===== src/rtl/pipeline_ctrl_if.sv =====
// Control bundle between the hazard controller and the pipeline it steers.
// master = controller side, slave = pipeline/fetch side.
interface pipeline_ctrl_if;
    logic        mem_busy_i;
    logic        ex_busy_i;
    logic        ld_use_i;
    logic        redirect_i;
    logic        trap_i;
    logic        fetch_req_i;
    logic        fetch_rsp_i;
    logic [3:0]  hold_o;
    logic [3:0]  clear_o;
    logic        pc_hold_o;
    logic        pc_load_o;
    logic        ex_kill_o;
    logic        fetch_kill_o;
    logic [31:0] stall_cyc_o;
    logic [31:0] flush_cnt_o;

    modport master (
        input  mem_busy_i, ex_busy_i, ld_use_i, redirect_i, trap_i,
        input  fetch_req_i, fetch_rsp_i,
        output hold_o, clear_o, pc_hold_o, pc_load_o, ex_kill_o,
        output fetch_kill_o, stall_cyc_o, flush_cnt_o
    );

    modport slave (
        output mem_busy_i, ex_busy_i, ld_use_i, redirect_i, trap_i,
        output fetch_req_i, fetch_rsp_i,
        input  hold_o, clear_o, pc_hold_o, pc_load_o, ex_kill_o,
        input  fetch_kill_o, stall_cyc_o, flush_cnt_o
    );
endinterface


===== src/rtl/pipeline_ctrl.sv =====
// Hazard/flush controller: pipeline register hold/clear, PC control and
// wrong-path fetch discard. Optional perf counters under PIPE_PERF_EN.
module pipeline_ctrl #(
    parameter int MAX_OUT = 2
) (
    input logic             clk,
    input logic             rst,
    pipeline_ctrl_if.master bus
);
    localparam int CW = $clog2(MAX_OUT + 1);

    typedef enum logic {RUN, KILL} state_e;

    logic [3:0]    hold;
    logic [3:0]    clear;
    logic          pc_hold;
    logic          pc_load;
    logic          ex_kill;
    logic [CW-1:0] out_cnt_q;
    logic [CW-1:0] out_cnt_d;
    logic [CW-1:0] kill_cnt_q;
    logic [CW-1:0] kill_cnt_d;
    state_e        state_q;

    // Priority decode of stall/flush sources; reset clears every register.
    always_comb begin
        hold    = 4'b0000;
        clear   = 4'b0000;
        pc_hold = 1'b0;
        pc_load = 1'b0;
        ex_kill = 1'b0;
        if (rst) begin
            clear = 4'b1111;
        end else begin
            priority case (1'b1)
                bus.mem_busy_i: begin
                    pc_hold = 1'b1;
                    hold    = 4'b0111;
                    clear   = 4'b1000;
                end
                bus.trap_i: begin
                    pc_load = 1'b1;
                    clear   = 4'b0111;
                    ex_kill = 1'b1;
                end
                bus.ex_busy_i: begin
                    pc_hold = 1'b1;
                    hold    = 4'b0011;
                    clear   = 4'b0100;
                end
                bus.redirect_i: begin
                    pc_load = 1'b1;
                    clear   = 4'b0011;
                end
                bus.ld_use_i: begin
                    pc_hold = 1'b1;
                    hold    = 4'b0001;
                    clear   = 4'b0010;
                end
                default: begin
                    hold = 4'b0000;
                end
            endcase
        end
    end

    // In-flight total after this cycle; a flush marks all of it wrong-path.
    always_comb begin
        out_cnt_d = out_cnt_q + CW'(bus.fetch_req_i) - CW'(bus.fetch_rsp_i);
        kill_cnt_d = kill_cnt_q;
        if (pc_load) begin
            kill_cnt_d = out_cnt_d;
        end else if (bus.fetch_rsp_i && kill_cnt_q != '0) begin
            kill_cnt_d = kill_cnt_q - CW'(1);
        end
    end

    // Fetch tracking and RUN/KILL state with registered kill output.
    always_ff @(posedge clk) begin
        if (rst) begin
            out_cnt_q  <= '0;
            kill_cnt_q <= '0;
            state_q    <= RUN;
        end else begin
            out_cnt_q  <= out_cnt_d;
            kill_cnt_q <= kill_cnt_d;
            state_q    <= (kill_cnt_d != '0) ? KILL : RUN;
        end
    end

    assign bus.hold_o       = hold;
    assign bus.clear_o      = clear;
    assign bus.pc_hold_o    = pc_hold;
    assign bus.pc_load_o    = pc_load;
    assign bus.ex_kill_o    = ex_kill;
    assign bus.fetch_kill_o = (state_q == KILL);

`ifdef PIPE_PERF_EN
    logic [31:0] stall_q;
    logic [31:0] flush_q;

    // Every stall row holds the PC and every flush row loads it.
    always_ff @(posedge clk) begin
        if (rst) begin
            stall_q <= 32'd0;
            flush_q <= 32'd0;
        end else begin
            if (pc_hold) stall_q <= stall_q + 32'd1;
            if (pc_load) flush_q <= flush_q + 32'd1;
        end
    end

    assign bus.stall_cyc_o = stall_q;
    assign bus.flush_cnt_o = flush_q;
`else
    assign bus.stall_cyc_o = 32'd0;
    assign bus.flush_cnt_o = 32'd0;
`endif
endmodule


===== src/flat_wrapper.sv =====
// flat-port wrapper written by rule: the top's interface ports become plain ports
module pipeline_ctrl_flat 
#(
    parameter int MAX_OUT = 2
)
  (clk, rst, bus_mem_busy_i, bus_ex_busy_i, bus_ld_use_i, bus_redirect_i, bus_trap_i, bus_fetch_req_i, bus_fetch_rsp_i, bus_hold_o, bus_clear_o, bus_pc_hold_o, bus_pc_load_o, bus_ex_kill_o, bus_fetch_kill_o, bus_stall_cyc_o, bus_flush_cnt_o);
  pipeline_ctrl_if bus_i ();
  input logic clk;
  input logic rst;
  input wire logic [$bits(bus_i.mem_busy_i)-1:0] bus_mem_busy_i;
  input wire logic [$bits(bus_i.ex_busy_i)-1:0] bus_ex_busy_i;
  input wire logic [$bits(bus_i.ld_use_i)-1:0] bus_ld_use_i;
  input wire logic [$bits(bus_i.redirect_i)-1:0] bus_redirect_i;
  input wire logic [$bits(bus_i.trap_i)-1:0] bus_trap_i;
  input wire logic [$bits(bus_i.fetch_req_i)-1:0] bus_fetch_req_i;
  input wire logic [$bits(bus_i.fetch_rsp_i)-1:0] bus_fetch_rsp_i;
  output wire logic [$bits(bus_i.hold_o)-1:0] bus_hold_o;
  output wire logic [$bits(bus_i.clear_o)-1:0] bus_clear_o;
  output wire logic [$bits(bus_i.pc_hold_o)-1:0] bus_pc_hold_o;
  output wire logic [$bits(bus_i.pc_load_o)-1:0] bus_pc_load_o;
  output wire logic [$bits(bus_i.ex_kill_o)-1:0] bus_ex_kill_o;
  output wire logic [$bits(bus_i.fetch_kill_o)-1:0] bus_fetch_kill_o;
  output wire logic [$bits(bus_i.stall_cyc_o)-1:0] bus_stall_cyc_o;
  output wire logic [$bits(bus_i.flush_cnt_o)-1:0] bus_flush_cnt_o;
  assign bus_i.mem_busy_i = bus_mem_busy_i;
  assign bus_i.ex_busy_i = bus_ex_busy_i;
  assign bus_i.ld_use_i = bus_ld_use_i;
  assign bus_i.redirect_i = bus_redirect_i;
  assign bus_i.trap_i = bus_trap_i;
  assign bus_i.fetch_req_i = bus_fetch_req_i;
  assign bus_i.fetch_rsp_i = bus_fetch_rsp_i;
  assign bus_hold_o = bus_i.hold_o;
  assign bus_clear_o = bus_i.clear_o;
  assign bus_pc_hold_o = bus_i.pc_hold_o;
  assign bus_pc_load_o = bus_i.pc_load_o;
  assign bus_ex_kill_o = bus_i.ex_kill_o;
  assign bus_fetch_kill_o = bus_i.fetch_kill_o;
  assign bus_stall_cyc_o = bus_i.stall_cyc_o;
  assign bus_flush_cnt_o = bus_i.flush_cnt_o;
  pipeline_ctrl #(.MAX_OUT(MAX_OUT)) u_core (.clk(clk), .rst(rst), .bus(bus_i));
endmodule

===== config.mk =====
export PLATFORM = sky130hd
export DESIGN_NAME = pipeline_ctrl_flat
export DESIGN_NICKNAME = d
export VERILOG_FILES = /design/src/rtl/pipeline_ctrl_if.sv /design/src/rtl/pipeline_ctrl.sv /design/src/flat_wrapper.sv
export SDC_FILE = /design/constraint.sdc
export NUM_CORES = 1
export LEC_CHECK = 0
export CAP_MARGIN = 20
export CELL_PAD_IN_SITES_DETAIL_PLACEMENT = 0
export CELL_PAD_IN_SITES_GLOBAL_PLACEMENT = 1
export CORE_MARGIN = 10
export CORE_UTILIZATION = 19
export CTS_BUF_LIST = sky130_fd_sc_hd__clkbuf_16
export DETAILED_ROUTE_END_ITERATION = 10
export HOLD_SLACK_MARGIN = 0.15
export PLACE_DENSITY = 0.82
export SLEW_MARGIN = 20
export SYNTH_ARGS = -nofsm -noshare
export SYNTH_HDL_FRONTEND = slang
export SYNTH_SLANG_ARGS = --single-unit

===== constraint.sdc =====
create_clock -name clk -period 1.7 [get_ports clk]
set_input_delay 0.255 -clock clk [delete_from_list [all_inputs] [get_ports clk]]
set_output_delay 0.255 -clock clk [all_outputs]
set_load 0.01 [all_outputs]

Yosys cells after proc, flatten, opt, wreduce, memory -nomap -nowiden --
Cells that the tools add are included. W data, S select, Z words.
Cells by class: add/sub/neg operators 3, muxes and demuxes 29, reductions and logical operators 3
Operators by type and width (number):
- $mux W4 | 6
- $mux W1 | 17
- $mux W2 | 5
- $reduce_bool A2 Y1 | 2
- $mux W3 | 1
- $add A2 B1 Y2 | 1
- $sub A2 B1 Y2 | 1
- $sub A2 B1 Y2 const B | 1
- $logic_and A1 B1 Y1 | 1
Storage, ports and cells: flip-flop bits (word level) 5, input port bits 9, output and inout bits 76

Logic depth before layout (Yosys ltp) --
Gate-level depths: netlist of the first run.
word-level depth 8, mapped depth 7, gate-level depth less buffers 7

Least setup slack after synthesis of the first run --
No wires, ideal clock.
path kind input -> output, start point in bus_redirect_i, end point out bus_hold_o[0], arrival time 1279 ps, path slack 166 ps, cell stages on the path 4, buffers on the path 1, cell sequence nor2b_1 or2_0 a221oi_1 buf_4
Between the ends: word-level cells in the longest chain between the ends 5
Ends and longest elaborated chain:
- start, declared | RTL line flat_wrapper.sv:13 | input wire logic [$bits(bus_i.redirect_i)-1:0] bus_redirect_i;
- $mux W1 | RTL line pipeline_ctrl.sv:35 | priority case (1'b1)
- $mux W2 (2 in series) | RTL line pipeline_ctrl.sv:35
- $mux W3 | RTL line pipeline_ctrl.sv:35
- $mux W4 | RTL line pipeline_ctrl.sv:32 | if (rst) begin
- end, declared | RTL line flat_wrapper.sv:17 | output wire logic [$bits(bus_i.hold_o)-1:0] bus_hold_o;
Every way passes these cells.

Worst setup path after layout of the first run --
start point in rst, end point out bus_clear_o[3]
Between the ends: word-level cells in the longest chain between the ends 1
Ends and longest elaborated chain:
- start, declared | RTL line flat_wrapper.sv:9 | input logic rst;
- $mux W4 | RTL line pipeline_ctrl.sv:32
- end, declared | RTL line flat_wrapper.sv:18 | output wire logic [$bits(bus_i.clear_o)-1:0] bus_clear_o;
Every way passes these cells.

==> results.txt, run 1 <==
- Outcome: complete, no violations
- Hold Path Origin: bus_redirect_i
* Placed Area: 946 µm²
- Setup violations remaining at the end of the flow were counted as 0.
- For this design the static power due to leakage is 0.000616 µW.
- Final Max Tran Viols: 0
* DRC violations left: 0
- The most critical setup path has its startpoint at rst.
* Final weighted congestion in routability-driven placement: 0.744
* Initial cell density of the core: 19.7%
- Setup repair after global routing missed its margin: true
- Sorting the synthesized cells by area gives the leading types as buf_4, dfxtp_1, ha_1, inv_1, nor2b_1.
- buf_4 takes more of the synthesized area than any other cell.
- Dividing the final minimum period by the clock period gives 96.5%.
* Average instance area after synthesis: 7.85 µm²
- Category of the critical setup timing path: input pin to output pin
* Commonest non-fill, non-tap cell in the layout: conb_1
- In this run the deepest clock path goes through 2 buffers.
- Synthesis produced 110 cells.
- The via count of the first global-routing pass came to 683.
* Final cell area excluding filler cells: 1060 µm²
- Internal power comes to 594 µW.
- Leading register cell type out of synthesis: dfxtp_1
- The total overflow left after global routing is 0.
- For this run, the register share of the synthesized area comes to 11.6%.
- CTS built an H-tree with a depth of 1.
- Peak ir drop on the vdd network: 0.176 mV
- At the later pin of the worst-skew pair, clock insertion delay measures 230 ps.
- Top-level I/O count: 85
- Counting flops and latches in the post-synthesis netlist gives 5.
* Share of the synthesized area in the top cell type: 57.4%
- Share of post-route cells with drive strength above 1: 22.2%
- Summed over all nets, the half-perimeter wirelength after detailed placement is 1920 µm.
* Number of placement rows: 24
- Number of sinks handled by clock tree synthesis: 5
- Cell-by-cell listing of the critical path: dlygate4sd2_1, nor2_2, inv_1, buf_4, clkdlybuf4s50_1
- Core Footprint: 4380 µm²
* Kind of capture point of the worst setup path: output pin
* Area Overhead vs Synth: 22.8%
- Maximum clock frequency: 609 MHz
- The detailed router placed 590 vias in this run.
- Post-synth EDFFs: 0
- For this design the ratio of total power to cell area is 811 nW/µm².
- The die is 87.4 µm wide.
- MaxCap Viol Count: 0
- Registers are responsible for 18.6% of the overall power.
* Largest incremental delay on the critical path: 520 ps
- Most frequent cells in the layout: conb_1, buf_4, inv_1, nor2_1
- Clock network fraction of design power: 44.4%
* Worst Skew: 0.318 ps
* Antenna violations before repair: 0
* Launch instance of the worst register-to-register path: u_core.out_cnt_q[0]$_SDFF_PP0_
* Proportion of synthesized flip-flops having asynchronous set or reset: 0%
- The first routing iteration left 12 violations.
* Number of iterations in the first detailed-routing pass: 3
- The routed design has 2180 µm of wire.
* Number of distinct library cells after synthesis: 23
- Slowest CP cell: clkdlybuf4s50_1
- In this run the power spent charging and discharging nets is 266 µW.
- Root buffer cell: clkbuf_16
* Number of clock buffers inserted by TritonCTS: 3
* Mean routed wirelength per cell: 11.1 µm
- Share of power burned in combinational logic: 37.1%
* Yosys Warn Count: 0
- The repair_antennas step left the layout with diodes totalling 0.
- The hold violation count in the final report is 0.
- Aggregate global-route resource usage: 5.25%
- Total die area: 7640 µm²
* Remaining antenna violation count after routing: 0
- Startpoint kind of the worst setup timing path: input pin
- Via-per-instance ratio: 3.01
- After clock tree synthesis, the clock-pin slew on the worst setup and hold paths is 30 ps.
- Largest net degree at the start of global routing: 7
- Final setup TNS: 0 ps
- After layout, the minimum clock period comes to 1640 ps.
* CP Data Required Time: 1440 ps
- Number of nets in the layout: 157
- Data on the critical path arrives at its endpoint at 1390 ps.
- The tightest min-delay check is of the input pin to flop type.
- CTS tree: done
* PortBufs: 19
- Die Ht: 87.4 µm
* Switching Fraction: 30.9%
* Wire length of the first global-routing pass: 3170 µm
* Filler Cell Count: 499
- In this run the cell area of the synthesized design comes to 863 µm².
- Maximum fanout along the worst path: 6
power by group through the flow:
| stage | combinational, µW | clock, µW | sequential, µW |
|---|---|---|---|
| floorplan | 306 | 0 | 163 |
| global placement | 306 | 0 | 160 |
| detailed placement | 310 | 0 | 161 |
| CTS | 311 | 389 | 160 |
| global route | 362 | 392 | 164 |
| finish | 319 | 381 | 160 |
cells in the mapped netlist, drive strengths merged, types with 2 or more instances:
library cell  number
buf               66
nor2b              4
ha                 3
dfxtp              5
o211ai             3
o21ai              2
inv                8
nor2               6
worst max-delay path: cells and delay by family:
family | cells | cell delay [ps]
buffers and inverters | 4 | 1040
AND/OR/NAND/NOR | 1 | 80
state kept, by name (all words and copies together), names as in the netlist:
name and cells:
u_core.bus.fetch_kill_o 1, u_core.kill_cnt_q 2, u_core.out_cnt_q 2
final timing paths:
kind | slack (ps) | cells after the start | end
max | 60 | 5 | bus_clear_o[3]
min | 540 | 4 | u_core.kill_cnt_q[1]$_SDFF_PP0_
max reg2reg | 140 | 7 | u_core.bus.fetch_kill_o$_SDFF_PP0_
min reg2reg | 580 | 2 | u_core.bus.fetch_kill_o$_SDFF_PP0_
cell type report:
class / instances / area (µm²) / share of cell area (%)
well taps: 52 / 65.1 / 6.14
inverters: 8 / 30.0 / 2.83
clock buffers: 3 / 75.1 / 7.08
multi-input cells: 95 / 509 / 48.1
clock inverters: 1 / 3.75 / 0.354
flip-flops and latches: 5 / 101 / 9.56
repair buffers: 32 / 275 / 26.0
through the flow:
step | setup slack (ps) | utilization [%] | power, µW | std cells | hold WS, ps
CTS | 1.89 | 23.8 | 859 | 196 | 583
detailed placement | -608 | 21.6 | 472 | 190 | 572
floorplan | 166 | - | 469 | 174 | 327
global route | -30.2 | 24.2 | 918 | 196 | 605
global placement | -586 | 21.6 | 466 | 190 | 577
finish | 58.8 | 24.2 | 860 | 196 | 541
layer usage:
metal  track usage, %  wire [µm]  share of wire, %
met1             5.84        912                42
met2             7.28        908                42
met3             3.46        316                14
met4             3.04         46               2.1
met5                0          0                 0
kinds of logic after synthesis:
| logic type | synth area share, % |
|---|---|
| buffers and inverters | 60.9 |
| flip-flops | 11.6 |
| other | 0.434 |
| multiplexers | 1.30 |
| AO/OA/AOI/OAI | 9.71 |
| XOR/XNOR | 3.77 |
| AND/OR/NAND/NOR | 7.97 |
| adder cells (fa/ha/maj) | 4.35 |
repair_timing:
item                                    4_1_cts  5_1_grt
pin swaps                                     3        3
gates cloned                                  0        0
endpoints found under the setup margin       10        8
setup buffers                                 2        0
resized for setup                            27       14
hold buffers                                  0        0
Power figures use the tool's default switching activity.
==> inputs of run 2 (changes only) <==
SLEW_MARGIN = 10   (was 20)
==> results of run 2 <==
Same layout as run 1: the final DEF is identical, and so are final timing and power.
==> inputs of run 3 (changes only) <==
CORE_UTILIZATION = 20   (was 19)
PLACE_DENSITY = 0.86   (was 0.82)
clock period = 2.1 ns   (was 1.7 ns; I/O delays follow)
==> run 3 against run 2 <==
  * First-iteration DRC count unchanged
  * Critical path depth is the same
  * Clock power down 19%
  * Register-to-register slack gained 510 ps
  * Worst hold slack got worse by 45 ps
  * Non-clock buffer count fell by 5
  * Clock-buffer cell count stayed put
  * Setup slack gained 9.0 ps
  * Critical path type unchanged
==> results.txt, run 3 (synthesized netlist as in run 1, its figures left out) <==
- The run finished with clean final reports.
- CP Data Required Time: 1780 ps
- Setup repair after global routing left no endpoint under its margin.
- Worst Skew: 2.81 ps
- Footprint of the multi-input gates: 490 µm²
- Share of post-route cells with drive strength above 1: 14.4%
- Max-cap violations in this run came to 0.
* Maximum clock frequency: 492 MHz
* Category of the critical setup timing path: input pin to output pin
* Final weighted congestion in routability-driven placement: 0.742
- Clock-pin slew was measured on the worst setup and hold paths at 30 ps.
- Area Overhead vs Synth: 16.2%
- Across all hold checks on the routed design, the worst slack comes to 496 ps.
- Number of buffers between clock root and the deepest sink: 2
- The internal power of the cells totals 477 µW.
* Clock latency on the worst-skew pair: 230 ps
- Leaving out filler cells and counting taps, the final layout contains 189.
* Number of placed instances with taps included: 185
- Root buffer cell: clkbuf_16
- Die W: 85.7 µm
* Post-route setup slack: 67.8 ps
* Setup violation total in the final timing report: 0
- Most frequent cells in the layout: conb_1, clkdlybuf4s50_1, buf_4, inv_1
- Aggregate global-route resource usage: 5.33%
- Fraction of met2 tracks used by global routing: 8.79%
- Before CTS, the worst setup slack after placement is -381 ps.
* Top-level I/O count: 85
* Post-route fraction of the period consumed by the critical path: 96.8%
* Number of clock buffers inserted by TritonCTS: 3
- In this run the vertical extent of the chip is 85.7 µm.
* R2r worst-path depth: 7
* Final cell area excluding filler cells: 1000 µm²
- The worst register-to-register path ends at u_core.bus.fetch_kill_o$_SDFF_PP0_.
- The number of antenna violations at the first check in global routing was 0.
- The worst setup path is launched from an input pin.
* Initial cell density of the core: 21.1%
- Wire length of the first global-routing pass: 3160 µm
- Number of placement rows: 23
* Final Total Pwr: 688 µW
* Crit path DAT: 1720 ps
* Final-report hold violation count: 0
- Once detailed placement completed, the half-perimeter wirelength came to 1960 µm.
- The worst setup path is captured at an output pin.
* Hold Path Origin: rst
* Total via count in the routed design: 579
- Global routing consumed, on the met1 layer, 5.01% of the routing resources.
- Leakage power: 0.000555 µW
- After detailed routing, the average wire length per cell comes to 11.3 µm.
- First DRT Iteration DRCs: 12
- The via count of the first global-routing pass was 658.
- The detail route stage leaves a number of antenna-violating nets equal to 0.
- Period minus WS final: 2030 ps
- Total die area: 7340 µm²
- In this run, the combinational gates consume 36.1% of the power.
- The startpoint identified for the worst register-to-register timing path is u_core.out_cnt_q[0]$_SDFF_PP0_.
- Once placement finished, the instance area stood at 921 µm².
* Global-route met3 utilization: 4.35%
- Global routing finished with a remaining overflow of 0.
- Minimum setup slack among reg-to-reg paths: 650 ps
* Final Max Tran Viols: 0
* Clock network fraction of design power: 45.0%
* Largest net degree at the start of global routing: 7
* Final Routed Wirelength: 2130 µm
- Number of stages on the worst hold path: 2
* PwrDens: 685 nW/µm²
- Hold WC Path Type: input pin to flop
- The floorplan step defined a core boundary enclosing 4090 µm².
* PortBufs: 19
- The library cell used most frequently in the layout, excluding fill and tap cells, is conb_1.
- Switching Fraction: 30.6%
- Maximum fanout along the worst path: 4
* Peak ir drop on the vdd network: 0.239 mV
- Final antenna diode count: 0
- Number of nets in the layout: 152
- CTS saw 5 sinks.
* CTS tree: done
* Reported net switching power: 211 µW
- H-tree depth: 1
- The worst hold path terminates at u_core.out_cnt_q[0]$_SDFF_PP0_.
- Before antenna repair, the detailed router went through 4 iterations.
- Filler Cell Count: 479
- For this run, design rule violations remaining after detail routing come to 0.
* Sequential cell area: 100 µm²
- After detailed routing, the number of vias per cell comes to 3.06.
* Sequential share of power: 18.8%
- met2 is the most crowded layer.
run 3: worst max path at each step:
| stage | slack (ps) | from | cells after the start | end |
|---|---|---|---|---|
| 3_5_place_dp | -380 | bus_ex_busy_i | 5 | bus_hold_o[0] |
| 5_1_grt | 8 | bus_trap_i | 5 | bus_clear_o[1] |
| 2_1_floorplan | 450 | bus_redirect_i | 4 | bus_hold_o[0] |
| 3_3_place_gp | -360 | bus_ex_busy_i | 5 | bus_hold_o[0] |
| 6_report | 70 | bus_trap_i | 5 | bus_clear_o[0] |
| 4_1_cts | -20 | bus_ex_busy_i | 5 | bus_hold_o[0] |
run 3: layout make-up:
cell class | instances | share of cell area (%)
inverter | 8 | 2.99
clock buffer | 3 | 7.48
sequential | 5 | 9.98
multi-input combinational | 95 | 48.9
timing repair buffer | 27 | 23.9
tap | 50 | 6.23
clock inverter | 1 | 0.499
run 3: metal layers:
metal | part of all wire [%] | wire, µm
met5 | 0 | 0
met4 | 0.56 | 12
met3 | 14 | 300
met2 | 48 | 1020
met1 | 37 | 791
run 3: what timing repair did:
item / 4_1_cts / 5_1_grt
buffers inserted: 0 / 0
hold endpoints to repair: 0 / 0
setup endpoints to repair: 5 / 4
gates resized for setup: 9 / 6
hold buffers: 0 / 0
run 3: worst max-delay path: stages:
cell             delay [ps]
clkdlybuf4s50_1         440
buf_4                   160
a221o_1                 350
buf_4                   160
dlygate4sd2_1           280
run 3: power groups by stage:
| stage | sequential [µW] | clock, µW | combinational (µW) |
|---|---|---|---|
| after floorplan | 132 | 0 | 248 |
| after global routing | 133 | 323 | 275 |
| after detailed placement | 131 | 0 | 247 |
| after global placement | 130 | 0 | 242 |
| after CTS | 129 | 316 | 245 |
| final | 130 | 310 | 248 |
run 3: per-stage QoR:
stage | util, % | setup TNS [ps]
2_1_floorplan | - | 0
3_3_place_gp | 22.5 | -1040
3_5_place_dp | 22.5 | -1060
4_1_cts | 24.6 | -24.6
5_1_grt | 24.6 | 0
6_report | 24.6 | 0
